**src/rtl/adder_operand_ctrl_pkg.sv**
```systemverilog
// Shared constants for the two-operand entry controller: mode encoding, data widths,
// button indices and the small helpers used by the top-level FSM.
package adder_operand_ctrl_pkg;

  localparam int OP_W   = 8;
  localparam int DISP_W = 9;

  typedef logic [1:0] mode_t;

  localparam mode_t EDIT_A = 2'd0;
  localparam mode_t EDIT_B = 2'd1;
  localparam mode_t SHOW   = 2'd2;

  localparam int BTN_UP   = 0;
  localparam int BTN_DOWN = 1;
  localparam int BTN_SEL  = 2;
  localparam int BTN_CLR  = 3;
  localparam int NUM_BTN  = 4;

  function automatic mode_t next_mode(input mode_t m);
    case (m)
      EDIT_A:  return EDIT_B;
      EDIT_B:  return SHOW;
      default: return EDIT_A;
    endcase
  endfunction

  // The sum is formed at display width so the carry out of the 8-bit add is kept.
  function automatic logic [DISP_W-1:0] disp_mux(input mode_t m,
                                                 input logic [OP_W-1:0] a,
                                                 input logic [OP_W-1:0] b);
    case (m)
      EDIT_A:  return {1'b0, a};
      EDIT_B:  return {1'b0, b};
      SHOW:    return DISP_W'(a) + DISP_W'(b);
      default: return '0;
    endcase
  endfunction

endpackage

```
**src/rtl/adder_operand_ctrl_if.sv**
```systemverilog
// Button inputs and display/operand outputs of the operand controller.
// master = button/display side, slave = controller.
interface adder_operand_ctrl_if;
  import adder_operand_ctrl_pkg::*;

  logic              btn_sel;
  logic              btn_up;
  logic              btn_down;
  logic              btn_clr;
  logic [DISP_W-1:0] disp_val;
  logic [OP_W-1:0]   op_a;
  logic [OP_W-1:0]   op_b;
  mode_t             mode;

  modport master (
    output btn_sel, btn_up, btn_down, btn_clr,
    input  disp_val, op_a, op_b, mode
  );

  modport slave (
    input  btn_sel, btn_up, btn_down, btn_clr,
    output disp_val, op_a, op_b, mode
  );
endinterface

```
**src/rtl/adder_operand_ctrl_btn_debounce.sv**
```systemverilog
// One raw button: 2-flop synchronizer, stable-level debouncer and registered press pulse.
// The level output exists only when ADDER_OPERAND_AUTO_REPEAT_EN is defined.
module btn_debounce #(
  parameter int DEBOUNCE_CNT = 1_000_000
) (
  input  logic clk,
  input  logic reset,
  input  logic btn_i,
`ifdef ADDER_OPERAND_AUTO_REPEAT_EN
  output logic level_o,
`endif
  output logic press_o
);

  localparam int CNT_W = $clog2(DEBOUNCE_CNT + 1);

  logic             sync1_q, sync2_q;
  logic             level_q, level_d;
  logic             level_prev_q;
  logic             press_q;
  logic [CNT_W-1:0] cnt_q, cnt_d;

  // Any sample matching the accepted level restarts the count, so bounces never accumulate.
  always_comb begin
    level_d = level_q;
    cnt_d   = '0;
    if (sync2_q != level_q) begin
      if (cnt_q == CNT_W'(DEBOUNCE_CNT)) begin
        level_d = sync2_q;
      end else begin
        cnt_d = cnt_q + CNT_W'(1);
      end
    end
  end

  always_ff @(posedge clk) begin
    if (reset) begin
      sync1_q      <= 1'b0;
      sync2_q      <= 1'b0;
      level_q      <= 1'b0;
      level_prev_q <= 1'b0;
      press_q      <= 1'b0;
      cnt_q        <= '0;
    end else begin
      sync1_q      <= btn_i;
      sync2_q      <= sync1_q;
      level_q      <= level_d;
      cnt_q        <= cnt_d;
      level_prev_q <= level_q;
      press_q      <= level_q & ~level_prev_q;
    end
  end

  assign press_o = press_q;
`ifdef ADDER_OPERAND_AUTO_REPEAT_EN
  assign level_o = level_q;
`endif

endmodule

```
**src/rtl/adder_operand_ctrl.sv**
```systemverilog
// Operand entry controller: debounced buttons drive an EDIT_A/EDIT_B/SHOW FSM and two
// 8-bit operands; define ADDER_OPERAND_AUTO_REPEAT_EN to add hold-to-repeat on up/down.
module adder_operand_ctrl
  import adder_operand_ctrl_pkg::*;
#(
  parameter int DEBOUNCE_CNT = 1_000_000,
  parameter int REPEAT_DELAY = 50_000_000,
  parameter int REPEAT_RATE  = 10_000_000
) (
  input  logic                 clk,
  input  logic                 reset,
  adder_operand_ctrl_if.slave  bus
);

  logic [NUM_BTN-1:0] btn_raw;
  logic [NUM_BTN-1:0] press;

  mode_t             mode_q, mode_d;
  logic [OP_W-1:0]   op_a_q, op_a_d;
  logic [OP_W-1:0]   op_b_q, op_b_d;
  logic [DISP_W-1:0] disp_q;
  logic              step_up, step_dn;

  assign btn_raw[BTN_UP]   = bus.btn_up;
  assign btn_raw[BTN_DOWN] = bus.btn_down;
  assign btn_raw[BTN_SEL]  = bus.btn_sel;
  assign btn_raw[BTN_CLR]  = bus.btn_clr;

`ifdef ADDER_OPERAND_AUTO_REPEAT_EN
  logic [NUM_BTN-1:0] level;
`endif

  genvar gi;
  generate
    for (gi = 0; gi < NUM_BTN; gi++) begin : g_btn
      btn_debounce #(
        .DEBOUNCE_CNT(DEBOUNCE_CNT)
      ) u_db (
        .clk    (clk),
        .reset  (reset),
        .btn_i  (btn_raw[gi]),
`ifdef ADDER_OPERAND_AUTO_REPEAT_EN
        .level_o(level[gi]),
`endif
        .press_o(press[gi])
      );
    end
  endgenerate

`ifdef ADDER_OPERAND_AUTO_REPEAT_EN
  localparam int REP_MAX = (REPEAT_DELAY > REPEAT_RATE) ? REPEAT_DELAY : REPEAT_RATE;
  localparam int REP_W   = $clog2(REP_MAX + 1);

  logic             rep_armed_q, rep_armed_d;
  logic             rep_first_q, rep_first_d;
  logic             rep_dn_q, rep_dn_d;
  logic [REP_W-1:0] rep_cnt_q, rep_cnt_d;
  logic [REP_W-1:0] rep_lim;
  logic             editing, rep_held, rep_hit, rep_step;

  assign editing  = (mode_q == EDIT_A) || (mode_q == EDIT_B);
  assign rep_held = rep_dn_q ? level[BTN_DOWN] : level[BTN_UP];
  assign rep_lim  = rep_first_q ? REP_W'(REPEAT_DELAY - 1) : REP_W'(REPEAT_RATE - 1);
  assign rep_hit  = (rep_cnt_q == rep_lim);
  assign rep_step = rep_armed_q & rep_held & editing & rep_hit & ~(|press);

  // Every press re-arms or kills the repeat; only a lone up/down press in an edit mode arms it.
  always_comb begin
    rep_armed_d = rep_armed_q;
    rep_first_d = rep_first_q;
    rep_dn_d    = rep_dn_q;
    rep_cnt_d   = rep_cnt_q;
    if (|press) begin
      rep_armed_d = editing & ~press[BTN_CLR] & ~press[BTN_SEL]
                  & (press[BTN_UP] ^ press[BTN_DOWN]);
      rep_first_d = 1'b1;
      rep_dn_d    = press[BTN_DOWN];
      rep_cnt_d   = '0;
    end else if (rep_armed_q && rep_held && editing) begin
      if (rep_hit) begin
        rep_cnt_d   = '0;
        rep_first_d = 1'b0;
      end else begin
        rep_cnt_d = rep_cnt_q + REP_W'(1);
      end
    end else begin
      rep_armed_d = 1'b0;
      rep_cnt_d   = '0;
    end
  end

  always_ff @(posedge clk) begin
    if (reset) begin
      rep_armed_q <= 1'b0;
      rep_first_q <= 1'b0;
      rep_dn_q    <= 1'b0;
      rep_cnt_q   <= '0;
    end else begin
      rep_armed_q <= rep_armed_d;
      rep_first_q <= rep_first_d;
      rep_dn_q    <= rep_dn_d;
      rep_cnt_q   <= rep_cnt_d;
    end
  end
`endif

  always_comb begin
    mode_d  = mode_q;
    op_a_d  = op_a_q;
    op_b_d  = op_b_q;
    step_up = 1'b0;
    step_dn = 1'b0;
    if (press[BTN_CLR]) begin
      mode_d = EDIT_A;
      op_a_d = '0;
      op_b_d = '0;
    end else if (press[BTN_SEL]) begin
      mode_d = next_mode(mode_q);
    end else begin
      step_up = press[BTN_UP] & ~press[BTN_DOWN];
      step_dn = press[BTN_DOWN] & ~press[BTN_UP];
`ifdef ADDER_OPERAND_AUTO_REPEAT_EN
      step_up = step_up | (rep_step & ~rep_dn_q);
      step_dn = step_dn | (rep_step & rep_dn_q);
`endif
      if (mode_q == EDIT_A) begin
        if (step_up)      op_a_d = op_a_q + OP_W'(1);
        else if (step_dn) op_a_d = op_a_q - OP_W'(1);
      end else if (mode_q == EDIT_B) begin
        if (step_up)      op_b_d = op_b_q + OP_W'(1);
        else if (step_dn) op_b_d = op_b_q - OP_W'(1);
      end
    end
  end

  always_ff @(posedge clk) begin
    if (reset) begin
      mode_q <= EDIT_A;
      op_a_q <= '0;
      op_b_q <= '0;
      disp_q <= '0;
    end else begin
      mode_q <= mode_d;
      op_a_q <= op_a_d;
      op_b_q <= op_b_d;
      disp_q <= disp_mux(mode_q, op_a_q, op_b_q);
    end
  end

  assign bus.mode     = mode_q;
  assign bus.op_a     = op_a_q;
  assign bus.op_b     = op_b_q;
  assign bus.disp_val = disp_q;

endmodule

```
**src/flat_wrapper.sv**
```systemverilog
// flat-port wrapper written by rule: the top's interface ports become plain ports
module adder_operand_ctrl_flat import adder_operand_ctrl_pkg::*;
#(
  parameter int DEBOUNCE_CNT = 1_000_000,
  parameter int REPEAT_DELAY = 50_000_000,
  parameter int REPEAT_RATE  = 10_000_000
)
  (clk, reset, bus_btn_sel, bus_btn_up, bus_btn_down, bus_btn_clr, bus_disp_val, bus_op_a, bus_op_b, bus_mode);
  adder_operand_ctrl_if bus_i ();
  input  logic clk;
  input  logic reset;
  input wire logic [$bits(bus_i.btn_sel)-1:0] bus_btn_sel;
  input wire logic [$bits(bus_i.btn_up)-1:0] bus_btn_up;
  input wire logic [$bits(bus_i.btn_down)-1:0] bus_btn_down;
  input wire logic [$bits(bus_i.btn_clr)-1:0] bus_btn_clr;
  output wire logic [$bits(bus_i.disp_val)-1:0] bus_disp_val;
  output wire logic [$bits(bus_i.op_a)-1:0] bus_op_a;
  output wire logic [$bits(bus_i.op_b)-1:0] bus_op_b;
  output wire logic [$bits(bus_i.mode)-1:0] bus_mode;
  assign bus_i.btn_sel = bus_btn_sel;
  assign bus_i.btn_up = bus_btn_up;
  assign bus_i.btn_down = bus_btn_down;
  assign bus_i.btn_clr = bus_btn_clr;
  assign bus_disp_val = bus_i.disp_val;
  assign bus_op_a = bus_i.op_a;
  assign bus_op_b = bus_i.op_b;
  assign bus_mode = bus_i.mode;
  adder_operand_ctrl #(.DEBOUNCE_CNT(DEBOUNCE_CNT), .REPEAT_DELAY(REPEAT_DELAY), .REPEAT_RATE(REPEAT_RATE)) u_core (.clk(clk), .reset(reset), .bus(bus_i));
endmodule
```
**config.mk**
```make
export PLATFORM = sky130hd
export DESIGN_NAME = adder_operand_ctrl_flat
export DESIGN_NICKNAME = d
export VERILOG_FILES = /design/src/rtl/adder_operand_ctrl_pkg.sv /design/src/rtl/adder_operand_ctrl_if.sv /design/src/rtl/adder_operand_ctrl_btn_debounce.sv /design/src/rtl/adder_operand_ctrl.sv /design/src/flat_wrapper.sv
export SDC_FILE = /design/constraint.sdc
export NUM_CORES = 1
export LEC_CHECK = 0
export BUFFER_PORTS_ARGS = -buffer_cell sky130_fd_sc_hd__buf_2
export CORE_ASPECT_RATIO = 1.25
export CORE_MARGIN = 10
export CORE_UTILIZATION = 60
export CTS_CLUSTER_DIAMETER = 80
export DETAILED_ROUTE_END_ITERATION = 8
export PLACE_DENSITY = 0.78
export REMOVE_ABC_BUFFERS = 1
export SLEW_MARGIN = 15
export SYNTH_ARGS = -nofsm -noshare
export SYNTH_HDL_FRONTEND = slang
export SYNTH_HIERARCHICAL = 1
export SYNTH_SLANG_ARGS = --single-unit
```
**constraint.sdc**
```tcl
create_clock -name clk -period 2.8 [get_ports clk]
set_input_delay 0.14 -clock clk [delete_from_list [all_inputs] [get_ports clk]]
set_output_delay 0.14 -clock clk [all_outputs]
set_load 0.05 [all_outputs]
```
==> flow_metrics.env, run 1 <==
export IMPL_status="complete, no violations"
export IMPL_dieArea_um2=15600
export IMPL_max_cap_violations=0
export IMPL_async_flop_share_pct=0
export IMPL_drc_errors=0
export IMPL_multiInputGateArea_um2=3810
export IMPL_wl_mm=13.6
export IMPL_fin_crit_sh_pct=92.2
export IMPL_slew_viol_final=0
export IMPL_grt_pass1_wl_mm=23.3
export IMPL_power_density_nw_per_um2=580
export IMPL_numCtsBuffers=17
export IMPL_ant_nets=0
export IMPL_rsz0062_at_grt="false"
export IMPL_finalSetupViolCount=0
export IMPL_yosysTopAreaCellShare_pct=38.6
export IMPL_post_cts_setup_buffers=0
export IMPL_r2r_slack_ns=0.22
export IMPL_synth_ff_type="dfxtp_1"
export IMPL_worstHoldPathCells=2
export IMPL_cp_slowest_cell="inv_1"
export IMPL_fillCellCount=820
export IMPL_hold_class="input pin to flip-flop"
export IMPL_antenna_found_initial=0
export IMPL_portBuffers=32
export IMPL_pre_cts_slack_ns=0.273
export IMPL_critical_path_max_fanout=14
export IMPL_top_usage_layer="met2"
export IMPL_post_dp_hpwl_mm=9.60
export IMPL_synth_area_leader_cell="dfxtp_1"
export IMPL_power_uw=4400
export IMPL_skew_ns=0.00965
export IMPL_reg2regPathDepth=9
export IMPL_cts_path_max_buffers=2
export IMPL_rows=42
export IMPL_overflow=0
export IMPL_synthSimpleGateAreaFrac_pct=29.5
export IMPL_final_cell_mix="dfxtp_1 (127), nor2_1 (117), xnor2_1 (57)"
export IMPL_min_from="reset"
export IMPL_clk_latency_ns=0.41
export IMPL_drive_above_1_share_pct=14.7
export IMPL_setup_tns_ns=0
export IMPL_slowest_delay_ns=0.42
export IMPL_crit_start="u_core/g_btn[1].u_db/press_o$_SDFF_PP0_"
export IMPL_root_buffer="clkbuf_16"
export IMPL_r2r_end="u_core/bus.op_a[7]$_SDFFE_PP0P_"
export IMPL_initial_core_util_pct=61.7
export IMPL_critPathKind="flip-flop to flip-flop"
export IMPL_synth_mux_area_share_pct=0.456
export IMPL_whs_ns=0.148
export IMPL_chipWidth_um=114
export IMPL_use_met3_pct=4.47
export IMPL_synth_top_family_by_area="simple AND/OR/NAND/NOR gates"
export IMPL_ctsHoldBuffers=4
export IMPL_synth_xor_area_share_pct=8.12
export IMPL_use_met2_pct=31.0
export IMPL_clk_pin_slew_ns=0.06
export IMPL_cp_arrival_ns=2.92
export IMPL_yosysSeqAreaShare_pct=38.6
export IMPL_grt_usage_pct=17.8
export IMPL_ios=33
export IMPL_num_vias=5360
export IMPL_post_cts_resized=0
export IMPL_met1_usage_pct=20.4
export IMPL_yosysUniqueCellTypes=62
export IMPL_synth_avg_cell_area_um2=9.07
export IMPL_relSlewSlack_pct=52.5
export IMPL_syn_cell_area_um2=6580
export IMPL_tritoncts="done"
export IMPL_crit_path_start_kind="flip-flop"
export IMPL_hold_path_end="u_core/g_btn[0].u_db/sync1_q$_SDFF_PP0_"
export IMPL_endpoint_kind="flip-flop"
export IMPL_final_net_count=808
export IMPL_fin_crit_ns=2.58
export IMPL_synth_compound_gate_area_share_pct=13.4
export IMPL_syn2layout_area_growth_pct=15.2
export IMPL_drt_iter0_drc=373
export IMPL_peakVddDrop_mv=0.468
export IMPL_core_area_um2=10700
export IMPL_first_pass_iters=5
export IMPL_synth_edf_count=0
export IMPL_yosys_warnings=6
export IMPL_via_per_inst=5.86
export IMPL_layout_commonest_cell="dfxtp_1"
export IMPL_gp_congestion=0.887
export IMPL_antenna_cells=0
export IMPL_grt_pass1_vias=5179
export IMPL_netlist_top_cells_area="dfxtp_1 (39%), xnor2_1 (7.6%), nor2_1 (6.7%)"
export IMPL_grt_max_degree=25
export IMPL_synth_cells=725
export IMPL_p_leak_uw=0.00274
export IMPL_synth_fa_ha_area_share_pct=6.43
export IMPL_tightest_slew_ns=0.712
export IMPL_crit_chain="inv_1 > ha_1 > inv_1 > ha_1 > a211oi_2 > o21ai_1 > and4_1 > or3_1 > a21oi_1"
export IMPL_htree_levels=4
export IMPL_cts_sinks=127
export IMPL_die_height_um=137
export IMPL_required_ns=3.14
export IMPL_fmax_mhz=387
export IMPL_layout_setup_ws_ns=0.218
export IMPL_hold_violations=0
export IMPL_rr_startpoint="u_core/g_btn[1].u_db/press_o$_SDFF_PP0_"
export IMPL_seqCellArea_um2=2540
export IMPL_wire_per_inst_um=14.9
export IMPL_ys_ff_latch=127
-- cell families (layout without fill, tap and decap cells) --
logic type | Yosys count | count (layout)
adders and majority gates | 32 | 32
AOI/OAI and AO/OA | 127 | 127
and+or+nand+nor | 322 | 322
muxes | 3 | 3
xor gates and xnor gates | 61 | 61
buffers and inverters | 53 | 111
DFF | 127 | 127
-- power breakdown --
group	internal, µW	switching [µW]
Clock	1720	813
Combinational	16.2	29.8
Sequential	1810	4.21
Total	3550	847
-- synth_stat cells (4+ instances only) --
cell type	instances
dfxtp_1	127
nor2_1	117
xnor2_1	57
inv_1	40
a21oi_1	31
ha_1	29
nor3_1	27
nand2_1	26
nand3_1	24
a211oi_1	17
nor4_1	17
nand4_1	13
o21ai_1	13
and3_1	12
nor2b_1	12
o21ai_0	11
nand3b_1	9
nor4_4	9
nand2b_1	8
nor4b_2	8
o221ai_1	8
o21bai_1	6
a211o_1	5
clkbuf_1	5
o21ai_2	5
or4b_1	5
a21bo_2	4
a21o_1	4
a31o_2	4
and2_1	4
and4b_1	4
buf_4	4
nand2_2	4
nand3_2	4
nand4_4	4
o211ai_1	4
xor2_1	4
-- worst max path at each step --
stage / endpoint / slack (ns) / cells after the start
2_1_floorplan: u_core/bus.disp_val[5]$_SDFF_PP0_ / 0.43 / 6
3_3_place_gp: u_core/bus.op_a[7]$_SDFFE_PP0P_ / 0.37 / 9
3_5_place_dp: u_core/bus.op_a[7]$_SDFFE_PP0P_ / 0.27 / 9
4_1_cts: u_core/bus.op_a[7]$_SDFFE_PP0P_ / 0.23 / 9
5_1_grt: u_core/bus.op_a[7]$_SDFFE_PP0P_ / 0.10 / 9
6_report: u_core/bus.op_a[7]$_SDFFE_PP0P_ / 0.22 / 9
-- per-layer routing --
| metal | part of all wire (%) | vias up |
|---|---|---|
| met5 | 0 | - |
| met4 | 1.3 | 0 |
| met3 | 3.8 | 16 |
| met2 | 51 | 94 |
| met1 | 44 | 2552 |
| li1 | - | 2698 |
-- critical path, delay by kind of cell, from the launching register on --
family / cells / cell delay, ns
and+or+nand+nor: 2 / 0.57
adders and majority gates: 2 / 0.59
AOI/OAI and AO/OA: 3 / 0.58
DFF: 1 / 0.31
buffers and inverters: 2 / 0.46
-- sequential cells by signal (all words and copies together) (netlist names) --
signal and cells:
u_core/bus.disp_val 9, u_core/g_btn.u_db/cnt_q 80, u_core/g_btn.u_db/sync1_q 4, u_core/bus.mode 2, u_core/g_btn.u_db/level_q 4, u_core/g_btn.u_db/sync2_q 4
u_core/bus.op_b 8, u_core/g_btn.u_db/press_o 4, u_core/bus.op_a 8, u_core/g_btn.u_db/level_prev_q 4
-- per-stage QoR --
stage,std cells,util [%],area (µm²)
4_1_cts,915,71.1,7580
2_1_floorplan,712,-,6500
3_3_place_gp,879,64.2,6850
3_5_place_dp,879,64.2,6850
5_1_grt,915,71.1,7580
6_report,915,71.1,7580
-- cell type report --
class | count | area share, %
multi-input combinational | 545 | 50.3
inverter | 40 | 1.98
clock buffer | 19 | 5.98
clock inverter | 13 | 3.09
tap | 132 | 2.18
sequential | 127 | 33.5
timing repair buffer | 39 | 2.94
(Power assumes the default switching activity.)
==> inputs of run 2 (changes only) <==
==> constraint.sdc (replaced) <==
create_clock -name clk -period 2.5 [get_ports clk]
set_input_delay 0.125 -clock clk [delete_from_list [all_inputs] [get_ports clk]]
set_output_delay 0.125 -clock clk [all_outputs]
set_load 0.05 [all_outputs]
==> run 2 against run 1 <==
Die area is the same. Clock power shrank 9.5%. Non-clock buffer count grew 5. Hold slack lost 0.0060 ns. Sequential share of layout area grew 0.38 points. Largest cell class unchanged. Critical path depth grew 1.
==> flow_metrics.env, run 2 (synthesis results as in run 1) <==
export IMPL_grt_pass1_vias=5331
export IMPL_place_area_um2=6890
export IMPL_final_net_count=813
export IMPL_antenna_found_initial=0
export IMPL_cts_sinks=127
export IMPL_hold_violations=0
export IMPL_htree_levels=4
export IMPL_p_sw_share_pct=19.7
export IMPL_wl_mm=14.0
export IMPL_cp_arrival_ns=2.67
export IMPL_rr_startpoint="u_core/g_btn[1].u_db/press_o$_SDFF_PP0_"
export IMPL_fmax_mhz=427
export IMPL_crit_path_start_kind="flip-flop"
export IMPL_r2r_slack_ns=0.16
export IMPL_slowest_delay_ns=0.34
export IMPL_cts_path_max_buffers=2
export IMPL_first_pass_iters=5
export IMPL_required_ns=2.83
export IMPL_r2r_end="u_core/bus.op_a[7]$_SDFFE_PP0P_"
export IMPL_post_dp_hpwl_mm=9.84
export IMPL_maxUsedRoutingLayer="met4"
export IMPL_fin_crit_ns=2.34
export IMPL_numCtsBuffers=17
export IMPL_ios=33
export IMPL_layout_commonest_cell="dfxtp_1"
export IMPL_relSlewSlack_pct=52.3
export IMPL_tritoncts="done"
export IMPL_final_cell_mix="dfxtp_1 (127), nor2_1 (117), xnor2_1 (57)"
export IMPL_grt_max_degree=26
export IMPL_num_vias=5489
export IMPL_endpoint_kind="flip-flop"
export IMPL_dr_wl_met2_mm=7.25
export IMPL_ant_nets=0
export IMPL_crit_chain="inv_1 > ha_2 > inv_2 > buf_4 > ha_1 > nor4_2 > o21ai_1 > and4_1 > or3_1 > a21oi_1"
export IMPL_p_sw_uw=863
export IMPL_max_cap_violations=0
export IMPL_combPwrFrac_pct=1.2
export IMPL_pwr_share_clk_pct=52.3
export IMPL_portBuffers=32
export IMPL_initial_core_util_pct=61.7
export IMPL_chipWidth_um=114
export IMPL_cp_slowest_cell="or3_1"
export IMPL_power_uw=4380
export IMPL_dieArea_um2=15600
export IMPL_tightest_slew_ns=0.714
export IMPL_p_int_uw=3520
export IMPL_grt_pass1_wl_mm=23.8
export IMPL_critPathKind="flip-flop to flip-flop"
export IMPL_skew_ns=0.00610
export IMPL_via_per_inst=5.97
export IMPL_hold_class="input pin to flip-flop"
export IMPL_root_buffer="clkbuf_16"
export IMPL_largest_reg_flops=80
export IMPL_drc_errors=0
export IMPL_gp_congestion=0.888
export IMPL_setup_tns_ns=0
export IMPL_die_height_um=137
export IMPL_clk_pin_slew_ns=0.05
export IMPL_clk_latency_ns=0.41
export IMPL_antenna_cells=0
export IMPL_drt_iter0_drc=377
export IMPL_rsz0062_at_grt="false"
export IMPL_slew_viol_final=0
export IMPL_design_area_um2=7500
export IMPL_syn2layout_area_growth_pct=13.9
export IMPL_met3WireLength_um=673
export IMPL_drive_above_1_share_pct=14.8
export IMPL_wl_met1_mm=5.90
export IMPL_core_area_um2=10700
export IMPL_crit_start="u_core/g_btn[1].u_db/press_o$_SDFF_PP0_"
export IMPL_crit_end="u_core/bus.op_a[7]$_SDFFE_PP0P_"
export IMPL_peakVddDrop_mv=0.537
export IMPL_status="complete, no violations"
export IMPL_top_register="u_core/g_btn.u_db/cnt_q"
export IMPL_critical_path_max_fanout=9
export IMPL_grt_usage_pct=18.2
export IMPL_overflow=0
export IMPL_reg2regPathDepth=10
export IMPL_rows=42
export IMPL_wire_per_inst_um=15.2
export IMPL_power_density_nw_per_um2=585
export IMPL_finalSetupViolCount=0
export IMPL_fillCellCount=837
export IMPL_p_leak_uw=0.00271
export IMPL_p_seq_share_pct=46.5
export IMPL_fin_crit_sh_pct=93.6
run 2: changes by cell type in the layout (fill, tap and decap cells not counted), moves of 2 or more:
cell,delta
clkinvlp_4,-3
clkbuf_8,+2
buf_4,+5
clkinv_2,+2
bufinv_16,-5
clkbuf_1,+6
run 2: what timing repair did:
item	in CTS	in global routing
setup endpoints to repair	0	3
setup buffers	0	0
gates resized for setup	0	3
hold endpoints to repair	4	0
hold buffers	4	0
run 2: per-layer routing:
layer  GRT usage [%]  up-vias
li1                -     2702
met1            20.4     2655
met2            32.9      116
met3            4.86       16
met4            5.37        0
met5               0        -
run 2: stage by stage:
step           instances  util, %  worst slack, ns  hold slack (ns)
2_1_floorplan        712        -            0.131            0.194
3_3_place_gp         884     64.6            0.187            0.350
3_5_place_dp         884     64.6            0.127            0.356
4_1_cts              920     70.2           0.0319            0.140
5_1_grt              920     70.3           0.0354            0.168
6_report             920     70.3            0.160            0.142
run 2: area by class of cell:
cell class | instances | area [µm²] | area share, %
flip-flops and latches | 127 | 2540 | 33.9
clock inverters | 5 | 53.8 | 0.718
inverters | 40 | 150 | 2.00
well taps | 132 | 165 | 2.20
clock buffers | 27 | 503 | 6.71
multi-input cells | 545 | 3820 | 51.0
repair buffers | 44 | 260 | 3.47
run 2: worst min-delay path by stage:
stage | startpoint | endpoint | slack (ns) | cells after the start
2_1_floorplan | reset | u_core/bus.disp_val[5]$_SDFF_PP0_ | 0.19 | 1
3_3_place_gp | bus_btn_up | u_core/g_btn[0].u_db/sync1_q$_SDFF_PP0_ | 0.35 | 2
3_5_place_dp | bus_btn_sel | u_core/g_btn[2].u_db/sync1_q$_SDFF_PP0_ | 0.36 | 2
4_1_cts | reset | u_core/g_btn[2].u_db/sync2_q$_SDFF_PP0_ | 0.14 | 2
5_1_grt | reset | u_core/g_btn[2].u_db/sync1_q$_SDFF_PP0_ | 0.17 | 2
6_report | reset | u_core/g_btn[2].u_db/sync2_q$_SDFF_PP0_ | 0.14 | 2
run 2: power by group through the flow:
stage / combinational [µW] / clock [µW] / sequential (µW)
final: 51.5 / 2290 / 2040
after floorplan: 24.8 / 0 / 2080
after CTS: 52.0 / 2340 / 2040
after detailed placement: 46.9 / 0 / 2080
after global placement: 45.8 / 0 / 2080
after global routing: 57.4 / 2420 / 2040
run 2: critical path, delay by kind of cell, from the launching register on:
family,cells,cell delay [ns]
flip-flops,1,0.29
AND/OR/NAND/NOR,3,0.90
adder cells (fa/ha/maj),2,0.46
AO/OA/AOI/OAI,2,0.28
buffers and inverters,3,0.34
